===== config.mk =====
export PLATFORM = sky130hd
export DESIGN_NAME = irq_controller
export DESIGN_NICKNAME = d
export VERILOG_FILES = /design/src/rtl/irq_controller.sv
export SDC_FILE = /design/constraint.sdc
export NUM_CORES = 1
export LEC_CHECK = 0
export ABC_AREA = 0
export CAP_MARGIN = 5
export CELL_PAD_IN_SITES_DETAIL_PLACEMENT = 2
export CELL_PAD_IN_SITES_GLOBAL_PLACEMENT = 2
export CORE_UTILIZATION = 26
export DETAILED_ROUTE_END_ITERATION = 8
export PLACE_DENSITY = 0.77
export SYNTH_ARGS = -nofsm -noshare
export SYNTH_HDL_FRONTEND = slang
export SYNTH_SLANG_ARGS = --single-unit

===== constraint.sdc =====
create_clock -name clock -period 2 [get_ports clock]
set_input_delay 0.4 -clock clock [delete_from_list [all_inputs] [get_ports clock]]
set_output_delay 0.4 -clock clock [all_outputs]
set_load 0.1 [all_outputs]

===== src/rtl/irq_controller.sv =====
// External interrupt controller: synchronised edge/level capture, pending/enable
// registers and a small register window. Optional SWSET register via IRQC_SW_TRIGGER_EN.
module irq_controller #(
  parameter int unsigned NUM_SRC     = 8,
  parameter int unsigned SYNC_STAGES = 2
) (
  input  logic                clock,
  input  logic                reset,
  input  logic [NUM_SRC-1:0]  irq_in,
  input  logic                wr_en,
  input  logic [2:0]          addr,
  input  logic [31:0]         wr_data,
  output logic [31:0]         rd_data,
  output logic [NUM_SRC-1:0]  interrupt_source,
  output logic                irq_any
);

  logic [NUM_SRC-1:0] sync_q [SYNC_STAGES];
  logic [NUM_SRC-1:0] s, prev_q, pend_q, enable_q, mode_q;
  logic [NUM_SRC-1:0] pending, w1c, edge_set, pend_nxt, enable_nxt, mode_nxt;
  logic [4:0]         id;
  logic               unused_wr_data;
`ifdef IRQC_SW_TRIGGER_EN
  logic [NUM_SRC-1:0] sw_set;
`endif

  assign unused_wr_data = ^wr_data[31:NUM_SRC];
  assign s = sync_q[SYNC_STAGES-1];

  always_comb begin
    w1c        = (wr_en && addr == 3'd0) ? wr_data[NUM_SRC-1:0] : '0;
    enable_nxt = (wr_en && addr == 3'd1) ? wr_data[NUM_SRC-1:0] : enable_q;
    mode_nxt   = (wr_en && addr == 3'd2) ? wr_data[NUM_SRC-1:0] : mode_q;
    edge_set   = s & ~prev_q & mode_q;
`ifdef IRQC_SW_TRIGGER_EN
    sw_set     = (wr_en && addr == 3'd4) ? wr_data[NUM_SRC-1:0] : '0;
    // Edge->level switch drops the latch; software set and edge set both beat W1C.
    pend_nxt   = (((pend_q & ~w1c) | edge_set) & ~(mode_q & ~mode_nxt)) | sw_set;
`else
    // Masking with the next MODE keeps the latch clear for level-mode sources.
    pend_nxt   = ((pend_q & ~w1c) | edge_set) & mode_nxt;
`endif
  end

  always_ff @(posedge clock or negedge reset) begin
    if (!reset) begin
      for (int unsigned k = 0; k < SYNC_STAGES; k++) sync_q[k] <= '0;
      prev_q   <= '0;
      pend_q   <= '0;
      enable_q <= '0;
      mode_q   <= '0;
    end else begin
      sync_q[0] <= irq_in;
      for (int unsigned k = 1; k < SYNC_STAGES; k++) sync_q[k] <= sync_q[k-1];
      prev_q   <= s;
      pend_q   <= pend_nxt;
      enable_q <= enable_nxt;
      mode_q   <= mode_nxt;
    end
  end

  assign pending          = pend_q | (s & ~mode_q);
  assign interrupt_source = pending & enable_q;
  assign irq_any          = |interrupt_source;

  always_comb begin
    id = '0;
    for (int unsigned k = NUM_SRC; k > 0; k--) begin
      if (interrupt_source[k-1]) id = 5'(k-1);
    end
  end

  always_comb begin
    rd_data = '0;
    case (addr)
      3'd0:    rd_data[NUM_SRC-1:0] = pending;
      3'd1:    rd_data[NUM_SRC-1:0] = enable_q;
      3'd2:    rd_data[NUM_SRC-1:0] = mode_q;
      3'd3:    rd_data = irq_any ? {1'b1, 26'b0, id} : '0;
      default: rd_data = '0;
    endcase
  end

endmodule


* Word level (Yosys, flattened, before mapping)
Cells that the tools add are included.
** Word-level totals
- Bits in registers :: 48
- Word-level logic and storage cells :: 38
** Cells by class
- Eq/ne operators :: 3
- Bitwise operators :: 11
- Multiplexer cells :: 13
- Reduce and logical (&&, ||, !) cells :: 5
** Operators with widths (count)
- 8-bit AND :: 6
- 32-bit two-way mux :: 1
- 8-bit case mux with 4 select lines :: 1
- 5-bit two-way mux :: 6
- 24-bit two-way mux :: 1
- 8-bit inverter :: 3
- 8-bit two-way mux :: 2
- 8-bit bitwise OR :: 2
- 8-bit OR reduction :: 1
- 3-bit by 2-bit equality test with 1-bit output (second input constant) :: 2
- 3-bit two-way mux :: 2
- 3-bit by 1-bit equality test with 1-bit output (second input constant) :: 1
- 1-bit logical AND :: 3
- 3-bit zero test :: 1

* Depth between registers and ports, before layout
Gate-level depths: netlist of run 1.
- Depth in word-level cells :: 14
- Gate-level depth with buffers :: 6
- Mapped depth without buffers :: 6

* Worst setup path after synthesis of run 1
Ideal clock, no wire load.
- Path kind :: register to output
- Start :: reg mode_q[0]
- End :: out rd_data[31]
- Required time :: 1.600 ns
- Cell stages (with the launch flop) :: 6
- Buffers on the path :: 0
- Arrival time :: 2.534 ns
- Path slack :: -0.934 ns
- Cells stage by stage :: dfrtp_1 -> nor2b_1 -> o21ai_1 -> inv_1 -> or4_4 -> and4_1
** Between the ends
- Longest elaborated chain between the ends :: 7
** Ends and longest elaborated chain
- from (decl) :: line 19 : logic [NUM_SRC-1:0] s, prev_q, pend_q, enable_q, mode_q;
- from (signal assigned) :: line 58 : mode_q <= mode_nxt;
- 8-bit inverter :: line 62 : assign pending = pend_q | (s & ~mode_q);
- 8-bit AND :: line 62
- 8-bit bitwise OR :: line 62
- 8-bit AND :: line 63 : assign interrupt_source = pending & enable_q;
- net interrupt_source[0] :: line 14 : output logic [NUM_SRC-1:0] interrupt_source,
- 8-bit OR reduction :: line 64 : assign irq_any = |interrupt_source;
- net irq_any :: line 15 : output logic irq_any
- 32-bit two-way mux :: line 79 : 3'd3: rd_data = irq_any ? {1'b1, 26'b0, id} : '0;
- 24-bit two-way mux :: line 75 : case (addr)
- to (decl) :: line 13 : output logic [31:0] rd_data,
The timed path passes the listed nets, and every way through them passes these cells.

* Final worst setup path of run 1
- Start :: reg sync_q (netlist bit s[4])
- End :: out rd_data[0]
** Between the ends
- Longest elaborated chain between the ends :: 10
** Ends and longest elaborated chain
- from (decl) :: line 18 : logic [NUM_SRC-1:0] sync_q [SYNC_STAGES];
- 8-bit AND * :: line 62
- 8-bit bitwise OR * :: line 62
- 8-bit AND * :: line 63
- 5-bit two-way mux (5 in series) :: line 69 : if (interrupt_source[k-1]) id = 5'(k-1);
- 32-bit two-way mux * :: line 79
- 8-bit case mux with 4 select lines * :: line 75
Mark *: on every way between the ends. The rest lies on a longest branch, timed or not.

==> metrics, run 1 <==
global-route wire length before repair=13570 um; CTS buffer count=5; Cell Count, Final, Fillers Out=438; Die Span X=95.18 um; CP Capture Type=primary output; WL final=8780 um; fin crit period=2590 ps; asr flop ratio synth=100.0%; Avg WL per Cell=20.05 um; final setup fails=7; Fill cells=827; Post-Syn Area=2257 um^2; Leak=1.791 nW; Hold Path Class=primary input to async pin; largest family of logic cells by synthesized area=simple AND/OR/NAND/NOR gates; Post-synth top flop=dfrtp_1; Synth Area in Adders=0%; clock sink total=48; XOR/XNOR Fraction of Synth Area=0%; placed insts=405; post-DP HPWL=5320 um; I/O Pins=87; Root Driver=clkbuf_8; crit share post-route=129.5%; Die Y=95.18 um; Data arrival, critical path=2190 ps; Unique masters post-synth=38; Final Wtd Congestion=0.7940; simple-gate share of the synthesized area=15.85%; Nets=378; CTS tree=built; Overflow after GRT=0; CP required=1600 ps; CP max stage cell=or4_4; initial antenna violation count=0; Reg clk slew, reported paths=100 ps; First-pass DRT Iterations=4; layout cells sized above 1=52.85%; largest cells by area after synthesis=dfrtp_1 (53%), buf_4 (8.3%), mux2_2 (6.5%); # rows=33; Synth Area in Compound Gates=12.53%; post-synth top area share=53.22%; worst skew pair latency=320 ps; vias in the first global route=2308; RSZ-0062 raised after global routing=true; Ys Warns=0; status=complete, but fails checks; power per cell area=971.0 nW/um^2; Core Region=8299 um^2; Routed Antenna Nets=0; Slew Viols, Final=0; CP Cell Sequence=nor2b_4 > o21ai_2 > nand4_1 > or4_4 > a32o_4 > buf_12; final-report hold violation count=0; Post-Syn Area per Cell=10.65 um^2; Max Cap Viol=0; top-count cell post-synth=dfrtp_1; Total GRT Usage=20.82%; cell taking the most area after synthesis=dfrtp_1; count of buffers from port buffering=39; via/cell ratio=4.594; Core Util, Final=47.25%; Mapped Cells=212; fmax=386.1 MHz; CTS HTree Levels=2; PnR worst setup slack=-590.2 ps; largest net degree at the start of global routing=30; synthesis-stage register bit count=48; Seq/Total Area, Yosys=53.22%; mux contribution to synthesized area=7.483%; Worst Skew=10.02 ps; CTS max path bufs=2; final total power=3.807 mW; Synth-to-Final Area Change=73.73%; CP Max Fanout=3; # diodes=0; number of synthesized flops with an enable pin=0; CP max stage delay=480 ps; Post-DP Area=3346 um^2; Initial Util=27.20%; crit start category=flop; Iter 0 DRT Violations=56; Critical Setup Path Class=flop to primary output; failing checks=setup timing; DIE AREA=9058 um^2; Peak VDD IR=413.0 uV; final instance area=3921 um^2; vias=2012; drt drc=0; top cells by count, synth=dfrtp_1 (48), nand2_1 (30), buf_4 (25), mux2_2 (13), o21ai_0 (13)
[timing repair]
item | CTS | global route
pin swaps | 21 | 7
buffers inserted | 23 | 7
hold buffers | 0 | 0
endpoints found under the setup margin | 11 | 18
gates resized for setup | 59 | 19
gates cloned | 0 | 0
endpoints found under the hold margin | 0 | 0
[through the flow]
stage / hold slack, ps / setup TNS, ps / setup slack [ps]
2_1_floorplan: 104.4 / -1714 / -733.4
3_3_place_gp: 332.7 / -5295 / -372.5
3_5_place_dp: 337.8 / -6489 / -408.0
4_1_cts: 77.90 / -2178 / -545.3
5_1_grt: 96.03 / -2356 / -614.7
6_report: 91.28 / -2091 / -590.2
[kinds of logic after synthesis]
family / count (synthesis)
mux: 15
compound gates: 41
simple gates: 68
flops: 48
buf+inv: 39
other cells: 1
[metal layers]
metal | global-route usage, % | vias to the layer above | wire length [um]
li1 | - | 909 | -
met1 | 24.35 | 1032 | 3658
met2 | 38.81 | 60 | 4696
met3 | 2.791 | 11 | 279
met4 | 6.692 | 0 | 146
met5 | 0 | - | 0
[critical path, delay by kind of cell (launching register included)]
family / cells / cell delay (ps)
and+or+nand+nor: 3 / 810
buffers and inverters: 1 / 160
DFF: 1 / 420
AOI/OAI and AO/OA: 2 / 490
[layout by cell type (no fill, tap or decap), types with 2 or more instances in the layout]
cell type and count:
buf_4 66, dfrtp_1 48, nand2_1 26, conb_1 23
buf_12 19, clkdlybuf4s50_1 18, mux2_2 13, buf_6 11
o21ai_0 9, nor2b_4 7, o21ai_2 7, inv_1 7
and2_1 7, nor2_4 6, clkbuf_8 5, nand2b_1 4
o21ai_4 3, nand2_2 3, a2bb2oi_2 3, nor2_1 3
a22oi_2 3, inv_2 2, clkinvlp_4 2, and4_4 2
o22ai_4 2, o21ai_1 2, o31ai_2 2, nand2b_4 2
mux2_1 2, buf_8 2
[power breakdown]
| part | leakage, nW | total [mW] | switching [mW] | internal (mW) |
|---|---|---|---|---|
| registers | 0.581 | 1.19 | 0.111 | 1.08 |
| clock network | 0.0541 | 0.733 | 0.363 | 0.371 |
| logic | 1.16 | 1.88 | 1.12 | 0.760 |
| total | 1.79 | 3.81 | 1.59 | 2.21 |
[cell type report]
type	instances	area [um^2]	area share, %
Sequential cell	48	1201	30.63
Clock inverter	3	42.54	1.085
Clock buffer	5	68.82	1.755
Inverter	11	47.55	1.213
Multi-Input combinational cell	147	1196	30.50
Timing Repair Buffer	119	1234	31.46
Tap cell	105	131.4	3.350
[worst paths after layout]
check / start / end / slack [ps] / cells past startpoint
max: s[4] / rd_data[0] / -590 / 6
min: reset / enable_q[0] / 90 / 2
max reg2reg: mode_q[7] / pend_q[7] / 850 / 3
min reg2reg: sync_q[10] / s[2] / 360 / 0
max in group asynchronous: reset / pend_q[2] / 1560 / 2
min in group clock: sync_q[10] / s[2] / 360 / 0
[flip-flops by register name, indices dropped and copies added, names as in the netlist]
name and cells:
sync_q 8, pend_q 8, enable_q 8, mode_q 8, prev_q 8, s 8
Power figures use the tool's default switching activity.
==> inputs of run 2 (changes only) <==
--- a/config.mk
+++ b/config.mk
@@ -11,7 +11,9 @@
 export CELL_PAD_IN_SITES_GLOBAL_PLACEMENT = 2
 export CORE_UTILIZATION = 26
 export DETAILED_ROUTE_END_ITERATION = 8
+export MAX_ROUTING_LAYER = met4
 export PLACE_DENSITY = 0.77
+export SLEW_MARGIN = 20
 export SYNTH_ARGS = -nofsm -noshare
 export SYNTH_HDL_FRONTEND = slang
 export SYNTH_SLANG_ARGS = --single-unit
==> metrics, run 2 (synthesis gave the netlist of run 1 again) <==
status=complete, but fails checks; failing checks=setup timing; Reg clk slew, reported paths=100 ps; Cell Count, Final, Fillers Out=438; Worst Skew=10.32 ps; PnR worst setup slack=-592.1 ps; CP max stage cell=or4_4; Worst Path Buf+Inv=1; Critical Setup Path Class=flop to primary output; First-pass DRT Iterations=4; Sw Share=41.89%; # rows=33; post-DP HPWL=5320 um; Slew Viols, Final=0; Pint=2.213 mW; RSZ-0062 raised after global routing=true; count of buffers from port buffering=39; clock sink total=48; Root Driver=clkbuf_8; via/cell ratio=4.578; Leak=1.791 nW; Die Span X=95.18 um; DIE AREA=9058 um^2; Final Wtd Congestion=0.8053; crit share post-route=129.6%; Total GRT Usage=21.45%; worst skew pair latency=320 ps; Avg WL per Cell=20.09 um; most common cell after layout, fill and taps aside=buf_4; clock power share=19.2%; Initial Util=27.20%; CP delay by family, top=simple AND/OR/NAND/NOR gates; net switching power=1.596 mW; Max Cap Viol=0; fin crit period=2592 ps; most frequent cells in the layout=buf_4 (66), dfrtp_1 (48), nand2_1 (26), conb_1 (23), buf_12 (19); Die Y=95.18 um; Peak VDD IR=412.8 uV; I/O Pins=87; CTS max path bufs=2; CTS tree=built; CP Capture Type=primary output; Data arrival, critical path=2190 ps; CTS buffer count=5; Synth-to-Final Area Change=73.73%; Sequential Power Share=31.4%; layout cells sized above 1=52.85%; Nets=378; Iter 0 DRT Violations=65; crit start category=flop; vias=2005; largest net degree at the start of global routing=30; Final TNS setup=-2075 ps; CTS HTree Levels=2; initial antenna violation count=0; # diodes=0; Comb power frac=49.4%; final-report hold violation count=0; Fill cells=827; Hold Path Class=primary input to async pin; global-route wire length before repair=13610 um; Overflow after GRT=0; Routed Antenna Nets=0; vias in the first global route=2305; Core Region=8299 um^2; WL final=8801 um; CP Max Fanout=3; CP max stage delay=470 ps; CP Cell Sequence=nor2b_4 > o21ai_2 > nand4_1 > or4_4 > a32o_4 > buf_12; power per cell area=971.3 nW/um^2; placed insts=405; CP required=1600 ps; drt drc=0; fmax=385.8 MHz; final setup fails=7
[run 2: metal layers]
layer / share of wire, % / global-route usage [%]
met1: 42 / 24.55
met2: 54 / 38.75
met3: 2.5 / 2.632
met4: 1.3 / 6.692
met5: 0 / -
[run 2: worst register-to-register path: cells and delay by family, from the launching register on]
kind	cells	cell delay (ps)
flip-flops	1	430
multiplexers	1	300
buffers and inverters	1	170
AND/OR/NAND/NOR	1	150
[run 2: power by group through the flow]
| stage | Sequential (mW) | Clock [mW] | Combinational [mW] |
|---|---|---|---|
| 2_1_floorplan | 1.17 | 0 | 0.992 |
| 3_5_place_dp | 1.18 | 0 | 1.61 |
| 6_report | 1.19 | 0.732 | 1.88 |
| 5_1_grt | 1.21 | 0.781 | 1.96 |
| 4_1_cts | 1.18 | 0.729 | 1.79 |
| 3_3_place_gp | 1.16 | 0 | 1.57 |
[run 2: worst paths after layout]
| path | from | to | slack [ps] | cells past startpoint |
|---|---|---|---|---|
| max | s[4] | rd_data[0] | -590 | 6 |
| min | reset | enable_q[0] | 90 | 2 |
| max reg2reg | mode_q[7] | pend_q[7] | 840 | 3 |
| min reg2reg | sync_q[10] | s[2] | 360 | 0 |
| max in group asynchronous | reset | pend_q[2] | 1560 | 2 |
| min in group clock | sync_q[10] | s[2] | 360 | 0 |
[run 2: layout make-up]
| class | instances | area, um^2 | share of cell area [%] |
|---|---|---|---|
| multi-input combinational | 147 | 1196 | 30.50 |
| tap | 105 | 131.4 | 3.350 |
| inverter | 11 | 47.55 | 1.213 |
| clock inverter | 3 | 42.54 | 1.085 |
| timing repair buffer | 119 | 1234 | 31.46 |
| sequential | 48 | 1201 | 30.63 |
| clock buffer | 5 | 68.82 | 1.755 |
[run 2: through the flow]
stage | util, % | instance area, um^2 | total power [mW] | hold slack [ps] | worst slack [ps]
6_report | 47.25 | 3921 | 3.809 | 90.38 | -592.1
5_1_grt | 47.25 | 3921 | 3.946 | 94.81 | -616.6
4_1_cts | 46.24 | 3837 | 3.694 | 77.90 | -545.3
3_5_place_dp | 40.31 | 3346 | 2.790 | 337.8 | -408.0
3_3_place_gp | 40.31 | 3346 | 2.731 | 332.7 | -372.5
2_1_floorplan | - | 2439 | 2.163 | 104.4 | -733.4
[run 2: what timing repair did]
| action | CTS | global route |
|---|---|---|
| pin swaps | 21 | 7 |
| hold buffers | 0 | 0 |
| setup buffers | 23 | 7 |
| gates resized for setup | 59 | 19 |
| setup endpoints to repair | 11 | 18 |
